--- config.mk ---
export PLATFORM = sky130hd
export DESIGN_NAME = sign_zero_extender
export DESIGN_NICKNAME = d
export VERILOG_FILES = /design/src/rtl/cpu_pkg.sv /design/src/rtl/sign_zero_extender_ext_core.sv /design/src/rtl/sign_zero_extender.sv
export SDC_FILE = /design/constraint.sdc
export NUM_CORES = 1
export LEC_CHECK = 0
export CORE_MARGIN = 8
export CORE_UTILIZATION = 33
export DETAILED_ROUTE_END_ITERATION = 8
export GPL_TIMING_DRIVEN = 0
export PLACE_DENSITY_LB_ADDON = 0.3
export SETUP_SLACK_MARGIN = 0.2
export SLEW_MARGIN = 5
export SYNTH_ARGS = -nofsm -noshare
export SYNTH_HDL_FRONTEND = slang
export SYNTH_SLANG_ARGS = --single-unit
--- constraint.sdc ---
create_clock -name CLK -period 1.3 [get_ports CLK]
set_input_delay 0.26 -clock CLK [delete_from_list [all_inputs] [get_ports CLK]]
set_output_delay 0.26 -clock CLK [all_outputs]
set_load 0.02 [all_outputs]
--- src/rtl/cpu_pkg.sv ---
// Shared definitions for the MIPS datapath blocks.
// Holds the extension-mode encodings driven by the control unit's ExtSrc
// line, the default immediate and word widths, and the datapath word type.
package cpu_pkg;

  // ExtSrc encodings
  localparam logic EXT_ZERO = 1'b0;
  localparam logic EXT_SIGN = 1'b1;

  // Default widths of the instruction immediate field and a datapath word
  localparam int IMM_W  = 16;
  localparam int WORD_W = 32;

  typedef logic [WORD_W-1:0] word_t;

endpackage

--- src/rtl/sign_zero_extender_ext_core.sv ---
// ext_core: purely combinational immediate extension.
// Ports:
//   ExtSrc    in   extension mode (EXT_ZERO / EXT_SIGN)
//   Immediate in   IMM_W-bit instruction immediate
//   ImExtend  out  OUT_W-bit extended result
// The low IMM_W bits always pass Immediate through untouched; only the
// fill bits above them depend on the mode.
module ext_core #(
  parameter int IMM_W = cpu_pkg::IMM_W,
  parameter int OUT_W = cpu_pkg::WORD_W
) (
  input  logic             ExtSrc,
  input  logic [IMM_W-1:0] Immediate,
  output logic [OUT_W-1:0] ImExtend
);

  logic fillBit;

  // The fill bit is the immediate's MSB in sign mode and zero otherwise.
  assign fillBit  = (ExtSrc == cpu_pkg::EXT_SIGN) ? Immediate[IMM_W-1] : 1'b0;
  assign ImExtend = {{(OUT_W-IMM_W){fillBit}}, Immediate};

endmodule

--- src/rtl/sign_zero_extender.sv ---
// sign_zero_extender: immediate-extension unit for the MIPS datapath.
// Produces a zero- or sign-extended operand combinationally for same-cycle
// use, plus a registered copy with a valid flag for pipelined or multi-cycle
// consumers. OUT_W must be greater than IMM_W.
// Ports:
//   CLK        in   system clock, rising-edge active
//   RST_n      in   asynchronous active-low reset
//   ExtSrc     in   0 = zero-extend, 1 = sign-extend
//   Immediate  in   IMM_W-bit instruction immediate
//   in_valid   in   capture enable for the registered path
//   ImExtend   out  combinational extended result (not gated by reset)
//   ImExtend_q out  registered extended result
//   out_valid  out  ImExtend_q was captured on the most recent edge
module sign_zero_extender #(
  parameter int IMM_W = cpu_pkg::IMM_W,
  parameter int OUT_W = cpu_pkg::WORD_W
) (
  input  logic             CLK,
  input  logic             RST_n,
  input  logic             ExtSrc,
  input  logic [IMM_W-1:0] Immediate,
  input  logic             in_valid,
  output logic [OUT_W-1:0] ImExtend,
  output logic [OUT_W-1:0] ImExtend_q,
  output logic             out_valid
);

  logic [OUT_W-1:0] extResult;

  ext_core #(
    .IMM_W(IMM_W),
    .OUT_W(OUT_W)
  ) uExtCore (
    .ExtSrc   (ExtSrc),
    .Immediate(Immediate),
    .ImExtend (extResult)
  );

  assign ImExtend = extResult;

  // Capture register: loads on every in_valid cycle (no back-pressure) and
  // holds otherwise. The valid flag only marks the cycle after a capture,
  // so it drops even while the held data stays put. Reset clears both
  // immediately, discarding any capture in flight.
  always_ff @(posedge CLK or negedge RST_n) begin
    if (!RST_n) begin
      ImExtend_q <= '0;
      out_valid  <= 1'b0;
    end else begin
      if (in_valid) begin
        ImExtend_q <= extResult;
      end
      out_valid <= in_valid;
    end
  end

endmodule

==> implementation parameters <==
Parameter                              Value

Floorplan
  I/O Pins    85
  Die X    72.9 um
  Area enclosed by the die boundary    0.00532 mm2
  Die height    72.9 um
  Effective utilization at floorplan    34.8%
  Number of standard-cell rows in the floorplan    20
  Core region area    0.00308 mm2

STA
  Total Negative Setup Slacks    -1.08 ns
  Minimum clock period    1.39 ns
  Final clock skew    0 ns
  Number of max-slew violations in the final report    0
  Tightest slew margin relative to the limit    46.0%
  Hold slack final    0.0411 ns
  Total count of hold-check failures in the final report    0
  Transition time at the pin with the least slew margin    0.809 ns
  Share of the cycle needed by the critical path after routing    107%
  Final worst setup slack    -0.0862 ns
  Final count of negative-setup-slack endpoints    16
  Highest attainable clock frequency    0.721 GHz
  Setup repair after global routing missed its margin    yes

Worst setup path
  Crit-path max cell delay    0.45 ns
  CP startpoint kind    flop
  Critical path data required time    1.04 ns
  Critical path fanouts, max    8
  Top cell by count, worst path    sky130_fd_sc_hd__buf_6
  Kind of end point of the critical path    primary output
  Cells along the critical path    buf_6 -> buf_6 -> buf_6
  Arrival time of data at the critical path endpoint    1.13 ns
  Standard cell with the maximum stage delay on the critical path    sky130_fd_sc_hd__dfrtp_2
  Crit Path Category    flop to primary output

GRT
  Antenna violations before repair    0
  Largest net degree at the start of global routing    19
  GRT overflow    0
  Global-route usage over all layers    12.7%
  Wire length of the first global-routing pass    5340 um
  Vias in the first global route    1077

Synthesis
  Flip-flop and latch count after synthesis    18
  Number of synthesized flops with an enable pin    0
  Asr flop ratio synth    100%
  Synthesized instance count    85
  Most used flip-flop cell after synthesis    sky130_fd_sc_hd__dfrtp_1
  Netlist area before placement    0.00107 mm2
  Synthesized net count    105
  Post-synth top cells    sky130_fd_sc_hd__buf_4, sky130_fd_sc_hd__dfrtp_1, sky130_fd_sc_hd__mux2_4, sky130_fd_sc_hd__mux2_2
  Portion of the post-synthesis area used by sequential elements    42.1%
  Top cells by area in the synthesized netlist    sky130_fd_sc_hd__dfrtp_1, sky130_fd_sc_hd__buf_4, sky130_fd_sc_hd__mux2_4, sky130_fd_sc_hd__mux2_2, sky130_fd_sc_hd__buf_12
  Mean instance size in the synthesized netlist    12.6 um2
  Share of the synthesized area in the top cell type    42.1%
  Count of cell types in the netlist    7
  Synthesis Warnings    0
  Leading cell type by number of instances after synthesis    sky130_fd_sc_hd__buf_4
  Leading area contributor after synthesis    sky130_fd_sc_hd__dfrtp_1

Route
  Wire length after detailed routing    3470 um
  Drt wl/cell    14.7 um
  Count of antenna-violating nets left after detailed routing    0
  Routed via count    955
  Via-per-instance ratio    4.05
  Iteration-0 DRC count of the detailed router    12
  DRC    0
  Number of optimization iterations in the first detailed-route pass    3

Clock network
  Cell at the root of the clock tree    sky130_fd_sc_hd__clkbuf_4
  Clock buffer count from CTS    3
  Number of H-tree levels    1
  TritonCTS sink count    18
  Buffer levels on the longest clock path    2
  Insertion delay of the later-clocked pin in the worst-skew pair    0.28 ns
  Hold-fix buffer count after cts    0
  Clock transition at the registers of the reported paths    0.10 ns
  Clock tree from TritonCTS    done

Finish
  Antenna cell count    0
  Final Net Count    213
  Signed area change from the synthesized netlist to the final layout    111%
  Number of fillers in the final layout    234
  Share of post-route cells with drive strength above 1    81.8%
  Final core utilization    73.5%

Flow run
  Max-cap violation count    0

Power and ir drop
  Maximum resistive drop on vdd    0.649 mV
  Leakage power summed over all cells    1.22 nW
  Total power per unit cell area    864 mW/mm2
  Total power    0.00195 W

Worst hold path
  Kind of path behind the tightest hold check    primary input to async pin

Outcome
  Result of the run    finished, violations left
  Violations in the final reports    setup timing

Place
  Number of port buffers    84
  Setup slack at placement    -0.800 ns
  Final weighted congestion of routability-driven global placement    0.658
## through the flow
step	cell area, um2	instances
floorplan	1070	85
global placement	1970	213
detailed placement	1970	213
CTS	2180	233
global route	2260	236
finish	2260	236
## power by group
part,internal [W],switching [W]
logic,0.000565,0.000391
clock network,0.000170,0.000171
registers,0.000615,0.0000423
## cell type report
type,instances,area (um2),area share [%]
Multi-Input combinational cell,20,255,11.3
Sequential cell,18,452,20.0
Tap cell,44,55.1,2.43
Buffer,49,440,19.5
Clock buffer,4,36.3,1.60
Timing Repair Buffer,101,1020,45.2
## layout by cell type (no fill, tap or decap), types with 3 or more instances in the layout
| cell | instances |
|---|---|
| sky130_fd_sc_hd__and2_4 | 3 |
| sky130_fd_sc_hd__buf_12 | 3 |
| sky130_fd_sc_hd__buf_2 | 6 |
| sky130_fd_sc_hd__buf_4 | 52 |
| sky130_fd_sc_hd__buf_6 | 70 |
| sky130_fd_sc_hd__clkbuf_4 | 3 |
| sky130_fd_sc_hd__dfrtp_1 | 17 |
| sky130_fd_sc_hd__dlygate4sd2_1 | 17 |
| sky130_fd_sc_hd__mux2_2 | 7 |
| sky130_fd_sc_hd__mux2_4 | 10 |
## path summary, 6_finish.rpt
check                               start        endpoint  slack [ns]  depth (start not counted)
hold reg to reg             ImExtend_q[0]   ImExtend_q[0]        0.55                          1
max in group asynchronous           RST_n  ImExtend_q[16]        0.71                          1
setup reg to reg           ImExtend_q[16]  ImExtend_q[16]        0.21                          3
hold / removal                      RST_n  ImExtend_q[11]        0.04                          1
setup / recovery           ImExtend_q[16]  ImExtend_q[26]       -0.09                          3
min in group CLK                 in_valid       out_valid        0.25                          1
## flip-flops by register name, indices dropped and copies added (netlist names)
name / flops
ImExtend_q: 17
out_valid: 1
## logic make-up after synthesis
logic type,Yosys count,share of synthesized area (%)
DFF,18,42.1
and+or+nand+nor,1,0.585
buffers and inverters,49,35.9
muxes,17,21.4
## layer usage
layer	up-vias	global-route usage (%)	wire length [um]
met2	62	22.3	1770
met1	449	12.7	1230
li1	444	-	-
met3	0	7.28	471
met5	-	0	0
met4	0	2.67	0
## worst max-delay path, delay by kind of cell, from the launching register on
kind / cells / cell delay [ns]
flip-flops: 1 / 0.45
buffers and inverters: 3 / 0.39
## repair_timing
action	4_1_cts	5_1_grt
setup endpoints to repair	75	58
gates resized for setup	399	16
gates cloned	4	0
buffers inserted	12	3
pin swaps	2	2
(Power assumes the default switching activity.)
